--- src/rtl/uart_tx_scheduler_if.sv ---
// Producer-side handshake and transmitter-side signals of the UART TX scheduler.
interface uart_tx_scheduler_if #(
  parameter int NumRequesters = 4
);
  localparam int GW = (NumRequesters > 1) ? $clog2(NumRequesters) : 1;

  logic [NumRequesters-1:0]   ReqValid;
  logic [8*NumRequesters-1:0] ReqData;
  logic [NumRequesters-1:0]   ReqReady;
  logic                       BaudStrobe;
  logic                       TxEnable;
  logic [7:0]                 TxData;
  logic                       Busy;
  logic [GW-1:0]              GrantIndex;

  // Producers and observers of the scheduler
  modport master (
    output ReqValid, ReqData,
    input  ReqReady, BaudStrobe, TxEnable, TxData, Busy, GrantIndex
  );

  // The scheduler itself
  modport slave (
    input  ReqValid, ReqData,
    output ReqReady, BaudStrobe, TxEnable, TxData, Busy, GrantIndex
  );
endinterface

--- src/rtl/uart_tx_scheduler.sv ---
// Round-robin scheduler sharing one UART transmitter between several byte
// producers. Generates the baud strobe, loads one byte per frame and blocks
// further grants until the 12-bit frame has left the line.
module uart_tx_scheduler #(
  parameter int NumRequesters = 4,
  parameter int ClockDivider  = 16,
  parameter int FrameTicks    = 13
) (
  input  logic               Clock,
  input  logic               Reset,
  uart_tx_scheduler_if.slave bus
);
  localparam int GW = (NumRequesters > 1) ? $clog2(NumRequesters) : 1;
  localparam int BW = $clog2(ClockDivider) + 1;
  localparam int FW = $clog2(FrameTicks) + 1;

  localparam logic [BW-1:0] BAUD_LAST  = BW'(ClockDivider - 1);
  localparam logic [FW-1:0] FRAME_INIT = FW'(FrameTicks);
  localparam logic [GW-1:0] LAST_REQ   = GW'(NumRequesters - 1);

  localparam logic [1:0] S_IDLE = 2'd0;
  localparam logic [1:0] S_LOAD = 2'd1;
  localparam logic [1:0] S_WAIT = 2'd2;

  logic [BW-1:0]            baud_cnt_q, baud_cnt_d;
  logic                     strobe_q, strobe_d;
  logic [1:0]               state_q, state_d;
  logic [FW-1:0]            frame_cnt_q, frame_cnt_d;
  logic [GW-1:0]            ptr_q, ptr_d;
  logic [GW-1:0]            grant_q, grant_d;
  logic [7:0]               tx_data_q, tx_data_d;
  logic                     tx_en_q, tx_en_d;
  logic                     busy_q, busy_d;
  logic [NumRequesters-1:0] ready_q, ready_d;

  logic                     found;
  logic [GW-1:0]            winner;
  int                       scan_idx;

  // Free-running baud divider; strobe is registered on the terminal count
  always_comb begin
    strobe_d = (baud_cnt_q == BAUD_LAST);
    if (baud_cnt_q == BAUD_LAST) begin
      baud_cnt_d = '0;
    end else begin
      baud_cnt_d = baud_cnt_q + 1'b1;
    end
  end

  // First valid requester at or above the pointer, wrapping around
  always_comb begin
    found    = 1'b0;
    winner   = '0;
    scan_idx = 0;
    for (int k = 0; k < NumRequesters; k++) begin
      scan_idx = int'(ptr_q) + k;
      if (scan_idx >= NumRequesters) begin
        scan_idx = scan_idx - NumRequesters;
      end
      if (!found && bus.ReqValid[scan_idx]) begin
        found  = 1'b1;
        winner = GW'(scan_idx);
      end
    end
  end

  // Grant / load / frame-wait sequencing
  always_comb begin
    state_d     = state_q;
    frame_cnt_d = frame_cnt_q;
    ptr_d       = ptr_q;
    grant_d     = grant_q;
    tx_data_d   = tx_data_q;
    tx_en_d     = tx_en_q;
    busy_d      = busy_q;
    ready_d     = '0;
    case (state_q)
      S_IDLE: begin
        if (found) begin
          tx_data_d = bus.ReqData[8*int'(winner) +: 8];
          ready_d   = NumRequesters'(1) << winner;
          grant_d   = winner;
          ptr_d     = (winner == LAST_REQ) ? '0 : winner + 1'b1;
          tx_en_d   = 1'b1;
          busy_d    = 1'b1;
          state_d   = S_LOAD;
        end
      end
      S_LOAD: begin
        // The transmitter latches the byte on the baud strobe
        if (strobe_q) begin
          tx_en_d     = 1'b0;
          frame_cnt_d = FRAME_INIT;
          state_d     = S_WAIT;
        end
      end
      S_WAIT: begin
        if (strobe_q) begin
          if (frame_cnt_q == FW'(1)) begin
            frame_cnt_d = '0;
            busy_d      = 1'b0;
            state_d     = S_IDLE;
          end else begin
            frame_cnt_d = frame_cnt_q - 1'b1;
          end
        end
      end
      default: begin
        state_d = S_IDLE;
      end
    endcase
  end

  // State and output registers with asynchronous clear
  always_ff @(posedge Clock or negedge Reset) begin
    if (!Reset) begin
      baud_cnt_q  <= '0;
      strobe_q    <= 1'b0;
      state_q     <= S_IDLE;
      frame_cnt_q <= '0;
      ptr_q       <= '0;
      grant_q     <= '0;
      tx_data_q   <= '0;
      tx_en_q     <= 1'b0;
      busy_q      <= 1'b0;
      ready_q     <= '0;
    end else begin
      baud_cnt_q  <= baud_cnt_d;
      strobe_q    <= strobe_d;
      state_q     <= state_d;
      frame_cnt_q <= frame_cnt_d;
      ptr_q       <= ptr_d;
      grant_q     <= grant_d;
      tx_data_q   <= tx_data_d;
      tx_en_q     <= tx_en_d;
      busy_q      <= busy_d;
      ready_q     <= ready_d;
    end
  end

  assign bus.ReqReady   = ready_q;
  assign bus.BaudStrobe = strobe_q;
  assign bus.TxEnable   = tx_en_q;
  assign bus.TxData     = tx_data_q;
  assign bus.Busy       = busy_q;
  assign bus.GrantIndex = grant_q;

endmodule

--- src/flat_wrapper.sv ---
// flat-port wrapper written by rule: the top's interface ports become plain ports
module uart_tx_scheduler_flat 
#(
  parameter int NumRequesters = 4,
  parameter int ClockDivider  = 16,
  parameter int FrameTicks    = 13
)
  (Clock, Reset, bus_ReqValid, bus_ReqData, bus_ReqReady, bus_BaudStrobe, bus_TxEnable, bus_TxData, bus_Busy, bus_GrantIndex);
  uart_tx_scheduler_if #(.NumRequesters(NumRequesters)) bus_i ();
  input  logic Clock;
  input  logic Reset;
  input wire logic [$bits(bus_i.ReqValid)-1:0] bus_ReqValid;
  input wire logic [$bits(bus_i.ReqData)-1:0] bus_ReqData;
  output wire logic [$bits(bus_i.ReqReady)-1:0] bus_ReqReady;
  output wire logic [$bits(bus_i.BaudStrobe)-1:0] bus_BaudStrobe;
  output wire logic [$bits(bus_i.TxEnable)-1:0] bus_TxEnable;
  output wire logic [$bits(bus_i.TxData)-1:0] bus_TxData;
  output wire logic [$bits(bus_i.Busy)-1:0] bus_Busy;
  output wire logic [$bits(bus_i.GrantIndex)-1:0] bus_GrantIndex;
  assign bus_i.ReqValid = bus_ReqValid;
  assign bus_i.ReqData = bus_ReqData;
  assign bus_ReqReady = bus_i.ReqReady;
  assign bus_BaudStrobe = bus_i.BaudStrobe;
  assign bus_TxEnable = bus_i.TxEnable;
  assign bus_TxData = bus_i.TxData;
  assign bus_Busy = bus_i.Busy;
  assign bus_GrantIndex = bus_i.GrantIndex;
  uart_tx_scheduler #(.NumRequesters(NumRequesters), .ClockDivider(ClockDivider), .FrameTicks(FrameTicks)) u_core (.Clock(Clock), .Reset(Reset), .bus(bus_i));
endmodule
--- config.mk ---
export PLATFORM = sky130hd
export DESIGN_NAME = uart_tx_scheduler_flat
export DESIGN_NICKNAME = d
export VERILOG_FILES = /design/src/rtl/uart_tx_scheduler_if.sv /design/src/rtl/uart_tx_scheduler.sv /design/src/flat_wrapper.sv
export SDC_FILE = /design/constraint.sdc
export NUM_CORES = 1
export LEC_CHECK = 0
export BUFFER_PORTS_ARGS = -buffer_cell sky130_fd_sc_hd__buf_2
export CAP_MARGIN = 20
export CORE_MARGIN = 5
export CORE_UTILIZATION = 45
export CTS_CLUSTER_SIZE = 25
export DETAILED_ROUTE_END_ITERATION = 10
export PLACE_DENSITY = 0.75
export SLEW_MARGIN = 5
export SYNTH_ARGS = -nofsm -noshare
export SYNTH_HDL_FRONTEND = slang
export SYNTH_SLANG_ARGS = --single-unit
--- constraint.sdc ---
create_clock -name Clock -period 1.67 [get_ports Clock]
set_input_delay 0.0835 -clock Clock [delete_from_list [all_inputs] [get_ports Clock]]
set_output_delay 0.0835 -clock Clock [all_outputs]
set_load 0.02 [all_outputs]
## After elaboration in Yosys (flattened, before gate mapping)

Index checks and enable logic that the tools add are counted.

- Flip-flop bits (word level): 31
- Input port bits: 38

- Add/sub/neg operators: 10
- $lt $le $gt $ge: 8
- Equality and inequality tests: 9
- Shift-type cells: 2
- Multiplexer cells: 43
- Reductions and logical operators: 15

Operators by type and width:

| operator | number |
|---|---|
| $lt 32x4->1 const B | 4 |
| $mux 32 | 4 |
| $ge 32x4->1 const B | 3 |
| $sub 32x4->32 const B | 3 |
| $shiftx 32x6->8 | 1 |
| $mux 5 | 4 |
| $mux 2 | 9 |
| $mux 1 | 16 |
| $pmux 5 s2 | 1 |
| $bmux 1 s2 | 4 |
| $mux 4 | 2 |
| $ne 2x1->1 const B | 4 |
| $reduce_and 4->1 | 2 |
| $add 2x2->3 const B | 2 |
| $pmux 2 s3 | 1 |
| $reduce_and 3->1 | 2 |
| $reduce_bool 2->1 | 3 |
| $add 5x1->5 const B | 1 |
| $eq 5x1->1 const B | 1 |
| $eq 5x4->1 const B | 1 |
| $sub 5x1->5 const B | 1 |
| $eq 2x2->1 const B | 2 |
| $pmux 1 s2 | 2 |
| $shl 1x2->4 const A | 1 |
| other kinds (9) | 13 |

## Depth between registers and ports, before layout

Gate-level depths: netlist (run 1).

- Depth in word-level cells: 18
- Gate-level depth with buffers: 9
- Mapped depth without buffers: 7

## Worst setup path before layout (run 1)

Ideal clock, no wire load.

- Path type: flip-flop to flip-flop
- Start point: reg u_core.ptr_q[1]
- End point: reg u_core.ptr_q[1]
- Library setup time: 0.116 ns
- Data arrival time: 1.487 ns
- Data required time: 1.554 ns
- Setup slack: 0.067 ns
- Cell stages (with the launch flop): 10
- Buffers on the path: 2
- Period minus slack after synthesis: 1.603 ns
- Cells stage by stage: dfrtp_1 buf_2 mux2i_1 or2_1 nand3_2 buf_2 inv_1 ha_1 nand2_1 nand2_1

- Word-level cells in the longest chain between the ends: 17
- Elaborated cells between the ends (all ways): 45

Ends and longest elaborated chain:

| item | RTL line | RTL |
|---|---|---|
| start, declared | uart_tx_scheduler.sv:29 | `logic [GW-1:0] ptr_q, ptr_d;` |
| start signal, assigned | uart_tx_scheduler.sv:132 | `ptr_q <= ptr_d;` |
| parallel branches: the longest is 17 deep, another holds $sub 32x4->32 | -- |  |

Parallel ways; which one is timed is not known. The select of a mux whose other input is x is not followed.
A chain may end at the register's enable or synchronous reset.

## Worst setup path in the final report (run 1)

- Start point: reg u_core.ptr_q[1]
- End point: reg u_core.tx_data_q[6] (netlist: u_core.bus.TxData[6])

- Word-level cells in the longest chain between the ends: 16
- Elaborated cells between the ends (all ways): 43

Ends and longest elaborated chain:

| item | RTL line | RTL |
|---|---|---|
| parallel branches: the longest is 16 deep, another holds $sub 32x4->32 | -- |  |
| end signal, assigned | uart_tx_scheduler.sv:134 | `tx_data_q <= tx_data_d;` |
| end, declared | uart_tx_scheduler.sv:31 | `logic [7:0] tx_data_q, tx_data_d;` |

Parallel ways; which one is timed is not known. The select of a mux whose other input is x is not followed.

==> results of run 1 <==
==> through the flow <==
| stage | setup WS, ps | utilization [%] | area (um2) | std cells | setup TNS (ps) |
|---|---|---|---|---|---|
| 2_1_floorplan | 66.5 | - | 1690 | 178 | 0 |
| 3_3_place_gp | 79.4 | 56.4 | 2060 | 281 | 0 |
| 3_5_place_dp | 13.1 | 56.4 | 2060 | 281 | 0 |
| 4_1_cts | 4.55 | 59.4 | 2170 | 290 | 0 |
| 5_1_grt | -36.7 | 60.4 | 2210 | 290 | -136 |
| 6_report | 63.1 | 60.4 | 2210 | 290 | 0 |
==> cells in the mapped netlist, drive strengths merged <==
master / number
clkbuf: 4
nor2: 20
nand3b: 1
a22o: 1
or3: 2
nor3: 14
dfrtp: 31
buf: 5
nor2b: 3
mux2i: 10
a21oi: 10
nand3: 3
a311oi: 1
ha: 4
o31a: 1
and2: 3
nand4: 1
or2: 1
nand2b: 5
a221o: 1
nand2: 17
o31ai: 1
a211oi: 17
inv: 6
a21o: 2
xor2: 2
o21ai: 7
o221ai: 2
nor4: 2
o41ai: 1
==> layer usage <==
layer	part of all wire, %	vias up	track usage [%]
li1	-	766	-
met1	44	703	20.7
met2	47	48	26.5
met3	7.6	8	5.89
met4	1.1	0	4.59
met5	0	-	0
==> sequential cells by signal (all words and copies together) (netlist names) <==
register / flops
u_core.bus.TxEnable: 1
u_core.bus.TxData: 8
u_core.bus.Busy: 1
u_core.baud_cnt_q: 5
u_core.frame_cnt_q: 5
u_core.bus.BaudStrobe: 1
u_core.bus.GrantIndex: 2
u_core.bus.ReqReady: 4
u_core.state_q: 2
u_core.ptr_q: 2
==> cell type report <==
class / count / area [um2] / share of cell area [%]
multi-input combinational: 132 / 886 / 40.0
sequential: 31 / 776 / 35.1
timing repair buffer: 65 / 368 / 16.6
clock buffer: 8 / 100 / 4.52
tap: 48 / 60.1 / 2.71
inverter: 6 / 22.5 / 1.02
==> tightest hold or removal path, delay by kind of cell <==
kind / cells / cell delay [ps]
AOI/OAI and AO/OA: 1 / 80
buffers and inverters: 1 / 90
muxes: 1 / 110
==> cell families after synthesis <==
kind of cell / count (synthesis) / synth area share (%)
buffers and inverters: 15 / 4.07
XOR/XNOR: 2 / 1.04
adder cells (fa/ha/maj): 4 / 2.96
multiplexers: 10 / 5.92
flip-flops: 31 / 45.9
AO/OA/AOI/OAI: 44 / 18.9
AND/OR/NAND/NOR: 72 / 21.3
==> what timing repair did <==
action / 4_1_cts / 5_1_grt
endpoints found under the hold margin: 31 / 0
gates resized for setup: 0 / 7
hold buffers: 1 / 0
endpoints found under the setup margin: 0 / 9
==> final timing paths <==
| path | from | cells after the start | slack, ps | to |
|---|---|---|---|---|
| min in group asynchronous | Reset | 2 | 370 | u_core.baud_cnt_q[4] |
| min reg2reg | u_core.baud_cnt_q[4] | 1 | 470 | u_core.bus.BaudStrobe |
| max | u_core.ptr_q[1] | 6 | 60 | u_core.bus.TxData[6] |
| min | bus_ReqData[25] | 3 | 130 | u_core.bus.TxData[1] |
| max in group asynchronous | Reset | 2 | 870 | u_core.ptr_q[1] |
| max reg2reg | u_core.ptr_q[1] | 6 | 60 | u_core.bus.TxData[6] |
==> power groups by stage <==
stage / Clock (uW) / Sequential, uW / Combinational, uW
floorplan: 0 / 881 / 164
global placement: 0 / 840 / 349
detailed placement: 0 / 839 / 356
CTS: 656 / 826 / 358
global route: 695 / 832 / 411
finish: 650 / 827 / 370
==> metrics.txt, run 1 <==
GR Overflow Total=0; IO Count=55; Worst VDD drop=about 0.00057 V; fmax=622 MHz; depth of the CTS H-tree=2; fin crit period=1610 ps; DIE AREA=5090 um2; sw frac=28.1%; IO buf count=54; part of the Yosys area used for sequential elements=45.9%; final wirelength=4090 um; ANT nets after route=0; Clock power frac=between 30% and 40%; CP Capture Type=flop; CP Class=reg -> reg; Net Switching=519 uW; PwrDens=835 nW/um2; CTS tree=yes; die extent in x=71.3 um; synth unique cells=36; Initial Util=46.2%; Yosys top cell area share=between 40% and 50%; Hold Fails Final Rpt=0; leakage power=0.00109 uW; First-pass DRT Iterations=4; Critical Path RT=1810 ps; most common cell after layout, fill and taps aside=buf_2; nets=283; vias per std cell=around 5.3; largest net degree at the start of global routing=32; drt wl/cell=14.1 um; Hold Worst Slack=around 130 ps; sequential power share=44.8%; most frequent cells in the layout=buf_2 (54), dfrtp_1 (31), nor2_1 (20), nand2_1 (17); worst-skew pair later-pin latency=280 ps; Post-Syn Area=1690 um2; cell taking the most area after synthesis=dfrtp_1; DRT iter0 DRCs=between 50 and 60; CP dominant cell by count=a211oi_2; clock-pin slew of the registers on the worst-case setup and hold paths=around 60 ps; # Max-Cap Violations=0; Arrival @ worst endpoint=roughly 1800 ps; clk buf depth=2; clock root cell=clkbuf_8; Slew Viols, Final=0; # fillers=340; Setup Fix Bufs, Post-CTS=0; YS warnings=0; detailed-route via count=1525; initial antenna violation count=0; Yosys reg bits=31; layout cells sized above 1=33.5%; vias in the first global route=1506; CP top delay family=flip-flops; synth top area cells=dfrtp_1 (46%), a211oi_1 (7.5%), mux2i_1 (5.9%); Internal=1330 uW; slew at the pin closest to its max-slew limit=674 ps; Post-Syn Area per Cell=about 9.5 um2; min-delay worst type=in -> reg; status=finished, final reports clean; antenna cells=0; detailed placement HPWL=2970 um; core area=3660 um2; number of core rows=22; Worst slew margin=55.1%; Area growth syn-to-layout=30.8%; clock sinks=31; setup violators final=0; unrepaired setup endpoints after global routing=yes; first-pass GRT wire length=6730 um; combinational power share=around 20%; Startpoint Class=flop; post-route total power=about 1800 uW; clk_skew=4.58 ps; post-synthesis net count=220; CP peak stage delay=roughly 430 ps; GPL Wtd Cong=0.835; worst-path fanout max=16; Die H=71.3 um; worst path cell trace=mux2i_1, or2_1, nand3_4, buf_12, a211oi_2, a211oi_2; worst path bufs/invs=1; gr usage total=16.4%; Cells after Synth=178; DRC viols=0; Tcrit/Tclk final=96.2%; Num CTS Buffers=5; slowest CP cell=dfrtp_1
No activity file was read; power rests on OpenSTA's default activity.
==> run 2, diff against run 1 <==
--- a/config.mk
+++ b/config.mk
@@ -11,6 +11,7 @@
 export CORE_UTILIZATION = 45
 export CTS_CLUSTER_SIZE = 25
 export DETAILED_ROUTE_END_ITERATION = 10
+export MAX_ROUTING_LAYER = met4
 export PLACE_DENSITY = 0.75
 export SLEW_MARGIN = 5
 export SYNTH_ARGS = -nofsm -noshare
==> run 2 against run 1 <==
Effect of this change: clock-buffer cell count unchanged; critical endpoint unchanged; clock skew hardly changed; via count stayed put; sequential share of layout area stayed put; sequential power about the same; global-route usage is 0.43 points higher; maximum frequency barely moved.
==> metrics.txt, run 2 (synthesized netlist as in run 1, its figures left out) <==
Seq. cell area=776 um2; die extent in x=about 71 um; clock root cell=clkbuf_8; Worst VDD drop=0.000566 V; worst-skew pair later-pin latency=280 ps; core area=between 3000 and 4000 um2; final wirelength=4100 um; clk buf depth=2; Worst slew margin=55.1%; PwrDens=around 830 nW/um2; GPL Wtd Cong=0.848; vias per std cell=5.26; Area growth syn-to-layout=30.8%; worst hold stages=3; Tcrit/Tclk final=96.3%; slowest CP cell=dfrtp_1; slew at the pin closest to its max-slew limit=about 670 ps; antenna cells=0; final instance area=2210 um2; DRC viols=0; most frequent cells in the layout=buf_2 (54), dfrtp_1 (31), nor2_1 (20), nand2_1 (17); setup violators final=0; First-pass DRT Iterations=4; DRT iter0 DRCs=74; vias in the first global route=1509; setup TNS=0 ps; fmax=roughly 620 MHz; Setup Fix Bufs, Post-CTS=0; clk_skew=about 4.6 ps; IO Count=55; Slew Viols, Final=0; IO buf count=54; worst reg-to-reg path cell count=6; Hold Fails Final Rpt=0; gr usage total=16.8%; CP Class=reg -> reg; worst path cell trace=mux2i_1, or2_1, nand3_4, buf_12, a211oi_2, a211oi_2; worst path bufs/invs=1; unrepaired setup endpoints after global routing=yes; number of core rows=22; Multi-input gate area=886 um2; nets=283; most common cell after layout, fill and taps aside=buf_2; worst-path fanout max=16; clock-pin slew of the registers on the worst-case setup and hold paths=60 ps; fin crit period=about 1600 ps; CP Capture Type=flop; Final Non-Filler Cells=between 200 and 300; Die H=about 71 um; DIE AREA=a little over 5000 um2; Num CTS Buffers=5; Arrival @ worst endpoint=between 1500 and 2000 ps; clock sinks=31; CP peak stage delay=430 ps; CTS tree=yes; final core utilization=roughly three fifths; Initial Util=between 40% and 50%; CP dominant cell by count=a211oi_2; CP Depth=6; # Max-Cap Violations=0; first-pass GRT wire length=6720 um; placed insts=281; layout cells sized above 1=between 30% and 40%; max FFs per register=8; largest net degree at the start of global routing=32; # fillers=340; Area after DPL=2060 um2; min-delay worst type=in -> reg; ANT nets after route=0; leakage power=0.00109 uW; Critical Path RT=1810 ps; Startpoint Class=flop; initial antenna violation count=0; detailed placement HPWL=2970 um; detailed-route via count=approximately 1.5k; depth of the CTS H-tree=2; GR Overflow Total=0; drt wl/cell=14.1 um; status=finished, final reports clean; CP top delay family=flip-flops
## run 2: cell counts in the layout (fill, tap and decap cells not counted)
Identical to the previous run, type by type.
## run 2: final timing paths
| check | from | slack (ps) | endpoint |
|---|---|---|---|
| max | u_core.ptr_q[1] | 60 | u_core.bus.TxData[6] |
| min | bus_ReqData[25] | 130 | u_core.bus.TxData[1] |
| max reg2reg | u_core.ptr_q[1] | 60 | u_core.bus.TxData[6] |
| min reg2reg | u_core.baud_cnt_q[4] | 470 | u_core.bus.BaudStrobe |
| max in group asynchronous | Reset | 870 | u_core.bus.ReqReady[0] |
| min in group asynchronous | Reset | 370 | u_core.baud_cnt_q[4] |
## run 2: report_power, final
| group | leakage [uW] | internal [uW] | switching (uW) | total, uW |
|---|---|---|---|---|
| combinational | 0.000661 | 157 | 214 | 371 |
| sequential | 0.000379 | 796 | 32.0 | 828 |
| clock | 0.0000515 | 376 | 272 | 648 |
| total | 0.00109 | 1330 | 518 | 1850 |
## run 2: per-stage QoR
step                      hold WS, ps  total power, uW  worst slack (ps)
after floorplan                  -212             1040              66.5
after global placement            158             1190              79.4
final                             129             1850              62.5
after CTS                         128             1840              4.55
after detailed placement          174             1190              13.1
after global routing              137             1940             -38.0
## run 2: routing by layer
layer,up-vias,routed length (um),GRT usage (%)
met4,0,44,4.59
met1,702,1850,20.7
met5,-,0,-
met3,8,291,5.47
li1,767,-,-
met2,48,1920,26.6
## run 2: area by class of cell
cell class              count  area share [%]
multi-input cells         132            40.0
flip-flops and latches     31            35.1
clock buffers               8            4.52
well taps                  48            2.71
inverters                   6            1.02
repair buffers             65            16.6
## run 2: worst min-delay path: cells and delay by family
family	cells	cell delay (ps)
compound gates	1	80
buf+inv	1	90
mux	1	110
## run 2: timing repair
item                                    in CTS  in global routing
gates resized for setup                      0                  7
hold endpoints to repair                    31                  0
endpoints found under the setup margin       0                  9
hold buffers                                 1                  0
